$ cat src/rtl/ps2_pkg.sv
// Shared PS/2 definitions: receive/transmit FSM state encoding and frame geometry.
package ps2_pkg;
    localparam int         PS2_DATA_BITS = 8;
    localparam logic [1:0] ST_IDLE   = 2'd0;
    localparam logic [1:0] ST_DATA   = 2'd1;
    localparam logic [1:0] ST_PARITY = 2'd2;
    localparam logic [1:0] ST_STOP   = 2'd3;
endpackage

$ cat src/rtl/ps2_sync_fall.sv
// Two-flop synchronisers for the PS/2 pins plus falling-edge detection of the PS/2 clock.
module ps2_sync_fall (
    input  logic clk_i,
    input  logic rst_n_i,
    input  logic ps2_clk_i,
    input  logic ps2_data_i,
    output logic data_s,
    output logic fall
);
    logic [1:0] clk_sync;
    logic [1:0] data_sync;
    logic       clk_prev;

    // Reset to the idle-bus level so release from reset never fakes an edge.
    always_ff @(posedge clk_i) begin
        if (!rst_n_i) begin
            clk_sync  <= 2'b11;
            data_sync <= 2'b11;
            clk_prev  <= 1'b1;
        end else begin
            clk_sync  <= {clk_sync[0], ps2_clk_i};
            data_sync <= {data_sync[0], ps2_data_i};
            clk_prev  <= clk_sync[1];
        end
    end

    assign fall   = clk_prev & ~clk_sync[1];
    assign data_s = data_sync[1];
endmodule

$ cat src/rtl/ps2_rx_ctrl.sv
// PS/2 device-to-host frame receiver with parity/framing checks, inter-edge watchdog
// and a one-entry valid/ready holding register.
module ps2_rx_ctrl
    import ps2_pkg::*;
#(
    parameter int TIMEOUT_CYC = 5000,
    parameter int CNT_W       = 13
) (
    input  logic                     clk_i,
    input  logic                     rst_n_i,
    input  logic                     ps2_clk_i,
    input  logic                     ps2_data_i,
    input  logic                     enable_i,
    input  logic                     ready_i,
    output logic [PS2_DATA_BITS-1:0] data_o,
    output logic                     valid_o,
    output logic                     busy_o,
    output logic                     parity_err_o,
    output logic                     frame_err_o,
    output logic                     overflow_o
);
    logic                     data_s;
    logic                     fall;
    logic [1:0]               state;
    logic [1:0]               state_n;
    logic [PS2_DATA_BITS-1:0] shift;
    logic [2:0]               bit_cnt;
    logic                     parity_bit;
    logic [CNT_W-1:0]         wd;
    logic                     timeout;
    logic                     stop_edge;
    logic                     par_bad;
    logic                     stop_bad;
    logic                     load;
    logic                     ovf;
    logic                     wd_err;

    ps2_sync_fall u_sync (
        .clk_i      (clk_i),
        .rst_n_i    (rst_n_i),
        .ps2_clk_i  (ps2_clk_i),
        .ps2_data_i (ps2_data_i),
        .data_s     (data_s),
        .fall       (fall)
    );

    // A fall in the expiry cycle takes priority over the watchdog.
    assign timeout = (state != ST_IDLE) && !fall && (wd == CNT_W'(TIMEOUT_CYC - 1));

    always_ff @(posedge clk_i) begin
        if (!rst_n_i) state <= ST_IDLE;
        else          state <= state_n;
    end

    always_comb begin
        state_n = state;
        if (!enable_i) begin
            state_n = ST_IDLE;
        end else begin
            case (state)
                ST_IDLE:   if (fall && !data_s) state_n = ST_DATA;
                ST_DATA:   if (fall && bit_cnt == 3'(PS2_DATA_BITS - 1)) state_n = ST_PARITY;
                           else if (timeout) state_n = ST_IDLE;
                ST_PARITY: if (fall) state_n = ST_STOP;
                           else if (timeout) state_n = ST_IDLE;
                ST_STOP:   if (fall || timeout) state_n = ST_IDLE;
                default:   state_n = ST_IDLE;
            endcase
        end
    end

    always_comb begin
        stop_edge = enable_i && (state == ST_STOP) && fall;
        par_bad   = stop_edge && !(^{shift, parity_bit});
        stop_bad  = stop_edge && !data_s;
        load      = stop_edge && !par_bad && !stop_bad && (!valid_o || ready_i);
        ovf       = stop_edge && !par_bad && !stop_bad && valid_o && !ready_i;
        wd_err    = enable_i && timeout;
    end

    assign busy_o = (state != ST_IDLE);

    always_ff @(posedge clk_i) begin
        if (!rst_n_i) begin
            shift        <= '0;
            bit_cnt      <= '0;
            parity_bit   <= 1'b0;
            wd           <= '0;
            data_o       <= '0;
            valid_o      <= 1'b0;
            parity_err_o <= 1'b0;
            frame_err_o  <= 1'b0;
            overflow_o   <= 1'b0;
        end else begin
            parity_err_o <= par_bad;
            frame_err_o  <= stop_bad | wd_err;
            overflow_o   <= ovf;

            if (state == ST_IDLE || fall) wd <= '0;
            else                          wd <= wd + CNT_W'(1);

            if (enable_i && fall) begin
                case (state)
                    ST_IDLE:   if (!data_s) bit_cnt <= '0;
                    ST_DATA:   begin
                        shift   <= {data_s, shift[PS2_DATA_BITS-1:1]};
                        bit_cnt <= bit_cnt + 3'd1;
                    end
                    ST_PARITY: parity_bit <= data_s;
                    default:   ;
                endcase
            end

            if (load) begin
                data_o  <= shift;
                valid_o <= 1'b1;
            end else if (valid_o && ready_i) begin
                valid_o <= 1'b0;
            end
        end
    end
endmodule

$ cat config.mk
export PLATFORM = sky130hd
export DESIGN_NAME = ps2_rx_ctrl
export DESIGN_NICKNAME = d
export VERILOG_FILES = /design/src/rtl/ps2_pkg.sv /design/src/rtl/ps2_sync_fall.sv /design/src/rtl/ps2_rx_ctrl.sv
export SDC_FILE = /design/constraint.sdc
export NUM_CORES = 1
export LEC_CHECK = 0
export ABC_CLOCK_PERIOD_IN_PS = 1600
export CAP_MARGIN = 20
export CORE_MARGIN = 1
export CORE_UTILIZATION = 25
export CTS_CLUSTER_DIAMETER = 50
export DETAILED_ROUTE_END_ITERATION = 7
export HOLD_SLACK_MARGIN = 0.02
export SETUP_SLACK_MARGIN = 0.5
export SLEW_MARGIN = 20
export SYNTH_ARGS = -nofsm -noshare
export SYNTH_HDL_FRONTEND = slang
export SYNTH_SLANG_ARGS = --single-unit
$ cat constraint.sdc
create_clock -name clk_i -period 1.6 [get_ports clk_i]
set_clock_uncertainty 0.05 [all_clocks]
set_input_delay 0.16 -clock clk_i [delete_from_list [all_inputs] [get_ports clk_i]]
set_output_delay 0.16 -clock clk_i [all_outputs]
set_load 0.01 [all_outputs]
==> Yosys cells after proc, flatten, opt, wreduce, memory -nomap -nowiden <==
Index checks and enable logic that the tools add are counted.
{ "classes": {"bitwise": 4, "multipliers": 0, "addsub": 2, "reduce_logical": 37, "muxes": 10, "n_eq_ne": 8, "shift": 0, "n_lt_le_gt_ge": 0, "div_mod_pow": 0} }
{ "op_table": {"columns": ["op", "count"], "rows": [
  ["$logic_and 1x1->1", 16],
  ["$add 13x1->13 const B", 1],
  ["$eq 13x13->1 const B", 1],
  ["$mux 2", 5],
  ["$reduce_xor 9->1", 1],
  ["$pmux 2 s4", 1],
  ["$reduce_and 2->1", 4],
  ["$logic_not 1->1", 7],
  ["$ne 2x2->1 const B", 3],
  ["$pmux 3 s2", 1],
  ["$reduce_bool 2->1", 3],
  ["$eq 2x2->1 const B", 2],
  ["$add 3x1->3 const B", 1],
  ["$eq 3x3->1 const B", 1],
  ["$logic_or 1x1->1", 3],
  ["$mux 3", 1],
  ["$reduce_and 3->1", 1],
  ["$eq 2x1->1 const B", 1],
  ["$logic_not 2->1", 1],
  ["$mux 1", 2],
  ["$not 1->1", 2],
  ["$reduce_or 2->1", 1],
  ["$and 1x1->1", 1],
  ["$or 1x1->1", 1]
]} }
{ "word_totals": {"latch_bits": 0, "romBits": 0, "regBits": 44, "n_memories": 0, "input_bits": 6, "output_inout_bits": 13, "ramBits": 0} }

==> Logic depth before layout (Yosys ltp) <==
{ "logic_depth": {"word_depth": 9, "depth_mapped": 6, "mapped_depth_nobuf": 6} }

==> Hierarchy <==
A second synthesis with hierarchy kept.
{ "unflattened": {"cells_unflattened": 205, "area_unflattened_um2": 1893.1} }
{ "modules_own_cells": {"columns": ["mod", "cells_each", "area_per_inst_um2", "n_inst"], "rows": [
  ["ps2_rx_ctrl", 194, 1755.4, 1],
  ["ps2_sync_fall", 11, 137.6, 1]
]} }

==> Worst setup path before layout <==
No wires, ideal clock.
{ "synth_path": {"kind": "register to register", "startpoint": "register shift[5]", "endpoint": "register data_o[0]", "stages_incl_launch_ff": 6, "arrival_time_ns": 1.494, "period_less_slack_ns": 1.663, "path_slack_ns": -0.063, "required_time_ns": 1.431, "n_path_buf": 1, "path_cell_list": "dfxtp_1 xor2_1 xnor3_1 mux2_4 buf_6 mux2i_1"} }
{ "synth_between": {"elab_chain_cells": 7} }
{ "synth_lines": {"columns": ["item", "line_no", "rtl"], "rows": [
  ["from (decl)", "ps2_rx_ctrl.sv:26", "logic [PS2_DATA_BITS-1:0] shift;"],
  ["from (signal assigned)", "ps2_rx_ctrl.sv:106", "shift <= {data_s, shift[PS2_DATA_BITS-1:1]};"],
  ["$reduce_xor 9->1", "ps2_rx_ctrl.sv:74", "par_bad = stop_edge && !(^{shift, parity_bit});"],
  ["$logic_not 1->1", "ps2_rx_ctrl.sv:74", null],
  ["$logic_and 1x1->1", "ps2_rx_ctrl.sv:74", null],
  ["$logic_not 1->1", "ps2_rx_ctrl.sv:76", "load = stop_edge && !par_bad && !stop_bad && (!valid_o || ready_i);"],
  ["$logic_and 1x1->1 (3 in series)", "ps2_rx_ctrl.sv:76", null],
  ["to (signal assigned)", "ps2_rx_ctrl.sv:115", "data_o <= shift;"],
  ["to (decl)", "ps2_rx_ctrl.sv:15", "output logic [PS2_DATA_BITS-1:0] data_o,"]
]} }
No other way between the ends.
A chain may end at the register's enable or synchronous reset.

==> Worst setup path in the final report <==
{ "layout_path": {"startpoint": "register shift[4]", "endpoint": "register data_o[5]"} }
Same word-level chain as after synthesis.

==> results.py <==
metrics = {
    "sta": {
        "drv_slew": 0,
        "slew_headroom": 0.761,
        "setup_viol_count_final": 9,
        "setup_tns_ns": -0.419,
        "fin_ws_ns": -0.0597,
        "final-hold-violation-count": 0,
        "fin_crit_sh": 1.04,
        "fmax_mhz": 603,
        "fin_crit_ns": 1.66,
        "hold_ws_ns": 0.263,
        "worstMarginPinSlew_ns": 0.358,
        "grt_setup_unrepaired": "yes",
    },
    "power": {
        "p_leak_nw": 1.08,
        "intPower_w": 0.00146,
        "ir_worst_vdd_uv": 371,
        "p_clk_frac": 0.381,
        "power_switching_w": 0.000407,
        "pwr-share-comb": 0.035,
        "power.density_mw_per_mm2": 656,
        "seq_power_share": 0.583,
        "power_w": 0.00187,
        "p_sw_frac": 0.217,
    },
    "logic_synthesis": {
        "yosys.area.top_type": "dfxtp_1",
        "synth_commonest_cells": "44 x dfxtp_1, 25 x nand2_1, 22 x nor2_1, 18 x mux2i_1",
        "synth_edf_count": 0,
        "synth_area_leaders": "dfxtp_1 48%, mux2i_1 9.7%, nand2_1 5.1%",
        "synth_warnings": 0,
        "async_flop_share": 0,
        "yosysTopAreaCellShare": 0.476,
        "synth_area_sq_mm": 0.00185,
        "synthesis.instances": 197,
        "ys_seq_area_frac": 0.476,
        "syn_nets": 206,
        "synthFlopType": "dfxtp_1",
        "yosysMostFrequentCell": "dfxtp_1",
        "avgSynthCellArea_sq_um": 9.39,
        "synth.distinct_cells": 32,
        "ys_seq_elements": 44,
    },
    "route": {
        "detail_route.iter0.violations": 70,
        "drt_wl_total_microns": 4280,
        "wl_per_cell_microns": 12.2,
        "first_pass_iters": 4,
        "antenna_left": 0,
        "drc": 0,
        "vias_per_cell": 4.40,
        "vias": 1543,
    },
    "global_route": {
        "grt-ovfl-total": 0,
        "grt_antenna_before_repair": 0,
        "grt_pass1_wl_microns": 6650,
        "grt_max_degree": 17,
        "grt.total_usage": 0.110,
        "first_global_vias": 1431,
    },
    "place": {
        "portBuffers": 18,
        "dp_slack_ns": -0.258,
        "place_hpwl_microns": 2550,
        "place_congestion": 0.731,
    },
    "cts": {
        "root_buffer": "clkbuf_8",
        "clkLatencyLatePin_ns": 0.29,
        "cts_tree": "done",
        "ctsLongestPathBuffers": 2,
        "clk_pin_slew_ns": 0.08,
        "numClockSinks": 44,
        "htreeDepth": 2,
        "cts_buffers": 5,
    },
    "worst_setup_path": {
        "worstPathMaxFanout": 8,
        "arrival_ns": 1.79,
        "required_ns": 1.73,
        "crit_path_end_kind": "flop",
        "crit_type": "reg -> reg",
        "critPathLaunchType": "flop",
    },
    "final_layout": {
        "final_nets": 263,
        "syn2layout_area_growth_pct": 54.0,
        "drive_gt1_frac": 0.475,
        "diodes": 0,
    },
    "floorplan": {
        "dieArea_sq_mm": 0.00775,
        "die_w_microns": 88.0,
        "die-height_microns": 88.0,
        "start_util": 0.265,
        "num_io_pins": 19,
        "coreArea_sq_mm": 0.00698,
        "rows": 30,
    },
    "run_status": {
        "status": "finished with violations",
        "violations": "setup timing",
    },
    "worst_hold_path": {
        "min_path_type": "in -> reg",
    },
    "run": {
        "drv_cap": 0,
    },
}
## kinds of logic after synthesis
family / after synthesis / share of synthesized area
AO/OA/AOI/OAI: 16 / 0.0494
XOR/XNOR: 14 / 0.0811
adder cells (fa/ha/maj): 3 / 0.0203
multiplexers: 19 / 0.105
AND/OR/NAND/NOR: 91 / 0.243
buffers and inverters: 10 / 0.0250
flip-flops: 44 / 0.476
## cells in the final DEF, fill, tap and decap left out, types with 16 or more instances in the layout
master	count
dfxtp_2	18
mux2i_1	18
buf_6	16
dfxtp_1	20
nand2_1	23
buf_4	23
nor2_1	19
## power by group through the flow
| stage | logic (W) | registers (W) | clock network (W) |
|---|---|---|---|
| final | 0.0000658 | 0.00109 | 0.000714 |
| after detailed placement | 0.0000553 | 0.00113 | 0 |
| after global routing | 0.0000714 | 0.00109 | 0.000788 |
| after global placement | 0.0000545 | 0.00113 | 0 |
| after floorplan | 0.0000260 | 0.00113 | 0 |
| after CTS | 0.0000611 | 0.00109 | 0.000741 |
## through the flow
stage | cells | util | area [sq um]
floorplan | 197 | - | 1990
global placement | 320 | 0.337 | 2350
detailed placement | 320 | 0.337 | 2350
CTS | 342 | 0.384 | 2680
global route | 351 | 0.408 | 2850
finish | 351 | 0.408 | 2850
## layout make-up
type / count / area, sq um
fill: 707 / 4130
multi-input combinational: 145 / 1210
sequential: 44 / 926
timing repair buffer: 56 / 494
tap: 96 / 120
clock buffer: 6 / 82.6
clock inverter: 2 / 10.0
inverter: 2 / 7.51
## critical path, stage by stage, from the launching register on
cell and delay, ns:
dfxtp_2 0.35, xor2_2 0.14, xnor3_1 0.46, mux2_4 0.40
mux2i_1 0.14
## per-layer routing
layer	up-vias	global-route usage	wire length (microns)	share of wire
met5	-	0	0	0
met4	0	0.0484	61	0.014
met3	4	0.0207	124	0.029
met2	21	0.182	2120	0.50
met1	725	0.141	1980	0.46
li1	793	-	-	-
## worst paths after layout
check,start,to,slack (ns),depth (start not counted)
worst min-delay path,enable_i,state[0],0.26,2
worst min register to register,u_sync.data_sync[0],u_sync.data_sync[1],0.36,1
worst max-delay path,shift[4],data_o[5],-0.06,4
worst max register to register,shift[4],data_o[5],-0.06,4
## state kept, by name, indices dropped and copies added, names as in the netlist
name              cells
state                 2
parity_bit            1
u_sync.clk_prev       1
shift                 8
frame_err_o           1
valid_o               1
wd                   13
parity_err_o          1
overflow_o            1
u_sync.data_sync      2
data_o                8
bit_cnt               3
u_sync.clk_sync       2
## timing repair
item	CTS	global route
gates cloned	1	1
endpoints found under the setup margin	52	51
gates resized for setup	75	39
hold buffers	0	0
pin swaps	36	18
setup buffers	13	8
No activity file was read; power rests on OpenSTA's default activity.
